**src/rtl/uart_tx_fifo_ctrl_if.sv**
```systemverilog
// Signal bundle between the UART transmit FIFO and its users: the Wishbone THR
// write path and LSR logic (master side) and the FIFO itself (slave side).
// Strobes are single-cycle qualifiers sampled on the rising clock edge. There is
// no back-pressure. A push into a full FIFO with no pop is dropped and flagged
// on overrun, and a pop from an empty FIFO is ignored.
interface uart_tx_fifo_ctrl_if #(
    parameter int FIFO_WIDTH = 8,
    parameter int COUNTER_W  = 5
) ();
    logic [FIFO_WIDTH-1:0] data_in;
    logic                  push;
    logic                  pop;
    logic                  fifo_reset;
    logic                  reset_status;
    logic [FIFO_WIDTH-1:0] data_out;
    logic [COUNTER_W-1:0]  count;
    logic                  full;
    logic                  empty;
    logic                  overrun;

    modport master (
        output data_in, push, pop, fifo_reset, reset_status,
        input  data_out, count, full, empty, overrun
    );

    modport slave (
        input  data_in, push, pop, fifo_reset, reset_status,
        output data_out, count, full, empty, overrun
    );
endinterface

```
**src/rtl/uart_tx_fifo_ctrl.sv**
```systemverilog
// Transmit-side byte FIFO for the UART. THR writes push bytes in, and the
// transmitter pops one byte per frame. The head entry is always visible on
// data_out (first-word fall-through). Occupancy is tracked by a counter, and
// full/empty are derived from it, so the pointers never need comparing.
module uart_tx_fifo_ctrl #(
    parameter int FIFO_WIDTH = 8,
    parameter int FIFO_DEPTH = 16,
    parameter int POINTER_W  = 4,
    parameter int COUNTER_W  = 5
) (
    input  logic                    clk,
    input  logic                    wb_rst_ni,
    uart_tx_fifo_ctrl_if.slave      bus
);

    localparam logic [COUNTER_W-1:0] DEPTH_C = COUNTER_W'(FIFO_DEPTH);

    logic [FIFO_WIDTH-1:0] mem [FIFO_DEPTH];
    logic [POINTER_W-1:0]  rd_ptr;
    logic [POINTER_W-1:0]  wr_ptr;
    logic [COUNTER_W-1:0]  count_q;
    logic                  overrun_q;

    logic                  is_full;
    logic                  is_empty;
    logic                  do_push;
    logic                  do_pop;
    logic                  overrun_evt;

    // Accept decisions. A pop frees a slot in the same cycle, so a push into a
    // full FIFO is accepted when a pop accompanies it. In an empty FIFO the
    // push wins and the pop is ignored.
    always_comb begin
        is_full     = (count_q == DEPTH_C);
        is_empty    = (count_q == '0);
        do_pop      = bus.pop && !is_empty;
        do_push     = bus.push && (!is_full || do_pop);
        overrun_evt = bus.push && is_full && !bus.pop;
    end

    // Storage write. Contents survive fifo_reset; only the hard reset clears them.
    always_ff @(posedge clk or negedge wb_rst_ni) begin
        if (!wb_rst_ni) begin
            for (int i = 0; i < FIFO_DEPTH; i++) begin
                mem[i] <= '0;
            end
        end else if (do_push && !bus.fifo_reset) begin
            mem[wr_ptr] <= bus.data_in;
        end
    end

    // Pointers and occupancy. fifo_reset overrides any push or pop in the same cycle.
    always_ff @(posedge clk or negedge wb_rst_ni) begin
        if (!wb_rst_ni) begin
            rd_ptr  <= '0;
            wr_ptr  <= '0;
            count_q <= '0;
        end else if (bus.fifo_reset) begin
            rd_ptr  <= '0;
            wr_ptr  <= '0;
            count_q <= '0;
        end else begin
            if (do_push) begin
                wr_ptr <= wr_ptr + POINTER_W'(1);
            end
            if (do_pop) begin
                rd_ptr <= rd_ptr + POINTER_W'(1);
            end
            case ({do_push, do_pop})
                2'b10:   count_q <= count_q + COUNTER_W'(1);
                2'b01:   count_q <= count_q - COUNTER_W'(1);
                default: count_q <= count_q;
            endcase
        end
    end

    // Sticky overrun. A new overrun event beats an LSR-read clear in the same cycle.
    always_ff @(posedge clk or negedge wb_rst_ni) begin
        if (!wb_rst_ni) begin
            overrun_q <= 1'b0;
        end else if (bus.fifo_reset) begin
            overrun_q <= 1'b0;
        end else if (overrun_evt) begin
            overrun_q <= 1'b1;
        end else if (bus.reset_status) begin
            overrun_q <= 1'b0;
        end
    end

    // Outputs are driven from registered state only.
    always_comb begin
        bus.data_out = mem[rd_ptr];
        bus.count    = count_q;
        bus.full     = is_full;
        bus.empty    = is_empty;
        bus.overrun  = overrun_q;
    end

endmodule

```
**src/flat_wrapper.sv**
```systemverilog
// flat-port wrapper written by rule: the top's interface ports become plain ports
module uart_tx_fifo_ctrl_flat 
#(
    parameter int FIFO_WIDTH = 8,
    parameter int FIFO_DEPTH = 16,
    parameter int POINTER_W  = 4,
    parameter int COUNTER_W  = 5
)
  (clk, wb_rst_ni, bus_data_in, bus_push, bus_pop, bus_fifo_reset, bus_reset_status, bus_data_out, bus_count, bus_full, bus_empty, bus_overrun);
  uart_tx_fifo_ctrl_if #(.FIFO_WIDTH(FIFO_WIDTH), .COUNTER_W(COUNTER_W)) bus_i ();
  input  logic clk;
  input  logic wb_rst_ni;
  input wire logic [$bits(bus_i.data_in)-1:0] bus_data_in;
  input wire logic [$bits(bus_i.push)-1:0] bus_push;
  input wire logic [$bits(bus_i.pop)-1:0] bus_pop;
  input wire logic [$bits(bus_i.fifo_reset)-1:0] bus_fifo_reset;
  input wire logic [$bits(bus_i.reset_status)-1:0] bus_reset_status;
  output wire logic [$bits(bus_i.data_out)-1:0] bus_data_out;
  output wire logic [$bits(bus_i.count)-1:0] bus_count;
  output wire logic [$bits(bus_i.full)-1:0] bus_full;
  output wire logic [$bits(bus_i.empty)-1:0] bus_empty;
  output wire logic [$bits(bus_i.overrun)-1:0] bus_overrun;
  assign bus_i.data_in = bus_data_in;
  assign bus_i.push = bus_push;
  assign bus_i.pop = bus_pop;
  assign bus_i.fifo_reset = bus_fifo_reset;
  assign bus_i.reset_status = bus_reset_status;
  assign bus_data_out = bus_i.data_out;
  assign bus_count = bus_i.count;
  assign bus_full = bus_i.full;
  assign bus_empty = bus_i.empty;
  assign bus_overrun = bus_i.overrun;
  uart_tx_fifo_ctrl #(.FIFO_WIDTH(FIFO_WIDTH), .FIFO_DEPTH(FIFO_DEPTH), .POINTER_W(POINTER_W), .COUNTER_W(COUNTER_W)) u_core (.clk(clk), .wb_rst_ni(wb_rst_ni), .bus(bus_i));
endmodule
```
**config.mk**
```make
export PLATFORM = sky130hd
export DESIGN_NAME = uart_tx_fifo_ctrl_flat
export DESIGN_NICKNAME = d
export VERILOG_FILES = /design/src/rtl/uart_tx_fifo_ctrl_if.sv /design/src/rtl/uart_tx_fifo_ctrl.sv /design/src/flat_wrapper.sv
export SDC_FILE = /design/constraint.sdc
export NUM_CORES = 1
export LEC_CHECK = 0
export BUFFER_PORTS_ARGS = -buffer_cell sky130_fd_sc_hd__buf_2
export CAP_MARGIN = 10
export CORE_UTILIZATION = 40
export DETAILED_ROUTE_END_ITERATION = 12
export HOLD_SLACK_MARGIN = 0.1
export PLACE_DENSITY = 0.55
export SLEW_MARGIN = 40
export SYNTH_ARGS = -nofsm -noshare
export SYNTH_HDL_FRONTEND = slang
export SYNTH_SLANG_ARGS = --single-unit
```
**constraint.sdc**
```tcl
create_clock -name clk -period 4.5 [get_ports clk]
set_input_delay 0.45 -clock clk [delete_from_list [all_inputs] [get_ports clk]]
set_output_delay 0.45 -clock clk [all_outputs]
set_load 0.05 [all_outputs]
```
==> impl_metrics.yaml <==
worst_setup_path:
  criticalPathCategory: "flop to primary output"
  cp_slowest_cell: "dfrtp_4"
  cp_max_fo: 29
  max_stage_delay_ns: 0.82
  crit_chain: "buf_4 > mux4_2 > a22oi_1 > nand2_1 > buf_2"
  worst-path-buf-inv: 2
  cp_top_family: "flip-flops"
  required_ns: 4.05
  end_kind: "primary output"
  cp-start-kind: "flop"
  cp.arrival_ns: 2.56
synthesis:
  yosys_warnings: 0
  async_flop_share_pct: 100
  netlist_area_um2: 6870
  synthDistinctLibCells: 46
  avgSynthCellArea_um2: 14.6
  ys_seq_area_share_pct: 51.7
  ys_seq_elements: 142
  syn-num-nets: 495
  synthCells: 472
  synthFlopType: "dfrtp_1"
  synth_edf_count: 0
sta:
  hold_ws_ns: 0.343
  slew_viol_final: 0
  slew_headroom_pct: 47.8
  fmax_ghz: 0.332
  setup_tns_ns: 0
  rsz0062_at_grt: "false"
  hold_viol: 0
  period_share_pct: 66.9
  tightest_slew_ns: 0.781
  clock_skew_ns: 0.0102
  setup_viol: 0
  finalCriticalPeriod_ns: 3.01
route:
  drt-initial-drc-count: 167
  avgRoutedWirePerCell_um: 20.5
  dr.pass1.iters: 4
  via_per_inst: 5.41
  ant_nets: 0
  wl_mm: 14.9
  vias: 3930
  drc: 0
clock_network:
  holdBufCountCts: 0
  path_clk_slew_ns: 0.06
  numCtsBuffers: 17
  cts.sink_count: 142
  cts_resized: 0
  post_cts_buffers: 0
  cts_max_path_buffers: 2
  tritoncts: "built"
  clock_latency_ns: 0.42
  htreeDepth: 4
  cts-root-buf: "clkbuf_16"
floorplan:
  io_pins: 30
  die_w_um: 133
  die_h_um: 133
  dieArea_um2: 17700
  rows: 47
  initial_core_util_pct: 41.1
  core_area_um2: 16700
power:
  p_per_area_nw_per_um2: 526
  p_leak_nw: 3.61
  ir_drop_mv: 0.315
cells_and_area:
  fin_cells: 726
  area_growth_pct: 13.7
  drive_gt1_share_pct: 46.4
  fin_nets: 516
  diodes: 0
  mostFrequentLayoutCells: "141 x dfrtp_1, 113 x mux2_2, 32 x mux4_2, 28 x buf_2"
  final_common_cell: "dfrtp_1"
outcome:
  status: "finished clean"
placement:
  dp.final_hpwl_mm: 9.24
  io_buffer_count: 29
  gp_congestion: 0.702
  dp.cells: 692
hold_path:
  min_path_type: "primary input to flop"
global_routing:
  grtUsageTotal_pct: 18.6
  antenna_found_initial: 0
  grt_overflow: 0
  grt_max_degree: 108
  first_global_vias: 4166
  grt_pass1_wl_mm: 24.4
job:
  cap_violations: 0
[power breakdown]
group,internal (W),total (W),leakage (nW),switching (W)
Clock,0.000869,0.00140,0.294,0.000532
Combinational,0.000419,0.00112,1.39,0.000701
Sequential,0.00144,0.00159,1.93,0.000151
Total,0.00273,0.00411,3.61,0.00138
[synthesized netlist by cell type (all sizes together) (2+ instances only)]
master,instances,area share (%)
mux2,129,21
nor3b,2,0.22
or3,4,0.36
a22oi,16,1.7
buf,13,1.3
nand3,2,0.15
nor2,29,2.0
xor2,5,0.64
or4,2,0.27
nand4,2,0.27
mux2i,5,0.73
nand2b,7,0.64
nor2b,4,0.36
ha,8,1.5
o2111ai,4,1.5
dfrtp,142,52
nand2,10,0.55
nor3,2,0.15
and3,2,0.18
mux4,32,10
o211ai,4,0.44
clkbuf,20,1.1
o21ai,7,0.56
inv,8,0.44
[final cells by class]
| cell class | count | area [µm²] |
|---|---|---|
| Inverter | 9 | 33.8 |
| Sequential cell | 142 | 3560 |
| Clock inverter | 11 | 114 |
| Timing Repair Buffer | 35 | 223 |
| Tap cell | 220 | 275 |
| Clock buffer | 21 | 480 |
| Fill cell | 1493 | 8890 |
| Multi-Input combinational cell | 288 | 3130 |
[final timing paths]
check                           slack, ns  cells after the start                               to                       startpoint
worst max-delay path                 1.49                      5                  bus_data_out[7]     u_core.rd_ptr[0]$_DFFE_PN0P_
worst min-delay path                 0.34                      4   u_core.bus.overrun$_DFFE_PN0P_                 bus_reset_status
min in group asynchronous            0.53                      2  u_core.bus.count[1]$_DFFE_PN0P_                        wb_rst_ni
worst min register to register       0.49                      1      u_core.mem[127]$_DFFE_PN0P_      u_core.mem[127]$_DFFE_PN0P_
max in group asynchronous            3.16                      3      u_core.mem[116]$_DFFE_PN0P_                        wb_rst_ni
worst max register to register       1.59                      8  u_core.bus.count[4]$_DFFE_PN0P_  u_core.bus.count[1]$_DFFE_PN0P_
[layer usage]
layer,up-vias,track usage (%),routed length (µm)
li1,1785,-,-
met1,2087,26.2,7260
met2,42,28.7,7090
met3,16,3.83,381
met4,0,6.32,181
met5,-,0,0
[worst register-to-register path: stages, from the launching register on]
cell	delay (ns)
dfrtp_1	0.43
or4_4	0.71
o21ai_2	0.21
inv_1	0.16
ha_1	0.35
nand2b_1	0.11
o2bb2ai_1	0.18
a2111oi_0	0.11
or4_1	0.53
[logic make-up after synthesis]
group           Yosys count  synth area share (%)
buf+inv                  42                  2.86
mux                     166                  32.4
compound gates           38                  5.12
simple gates             69                  5.44
flops                   142                  51.7
xor+xnor                  6                 0.765
fa+ha+maj                 9                  1.75
[metrics by stage]
step / setup WS (ns) / util (%) / area (µm²) / power (W)
after floorplan: 1.61 / - / 6870 / 0.00248
after global placement: 1.63 / 42.9 / 7170 / 0.00271
after detailed placement: 1.60 / 43.0 / 7180 / 0.00274
after CTS: 1.42 / 46.5 / 7770 / 0.00415
after global routing: 1.33 / 46.8 / 7810 / 0.00430
final: 1.49 / 46.8 / 7810 / 0.00411
[state kept, by name, indices dropped and copies added, names as in the netlist]
name / flops
u_core.bus.count: 5
u_core.bus.overrun: 1
u_core.rd_ptr: 4
u_core.wr_ptr: 4
u_core.mem: 128
(Power assumes the default switching activity.)
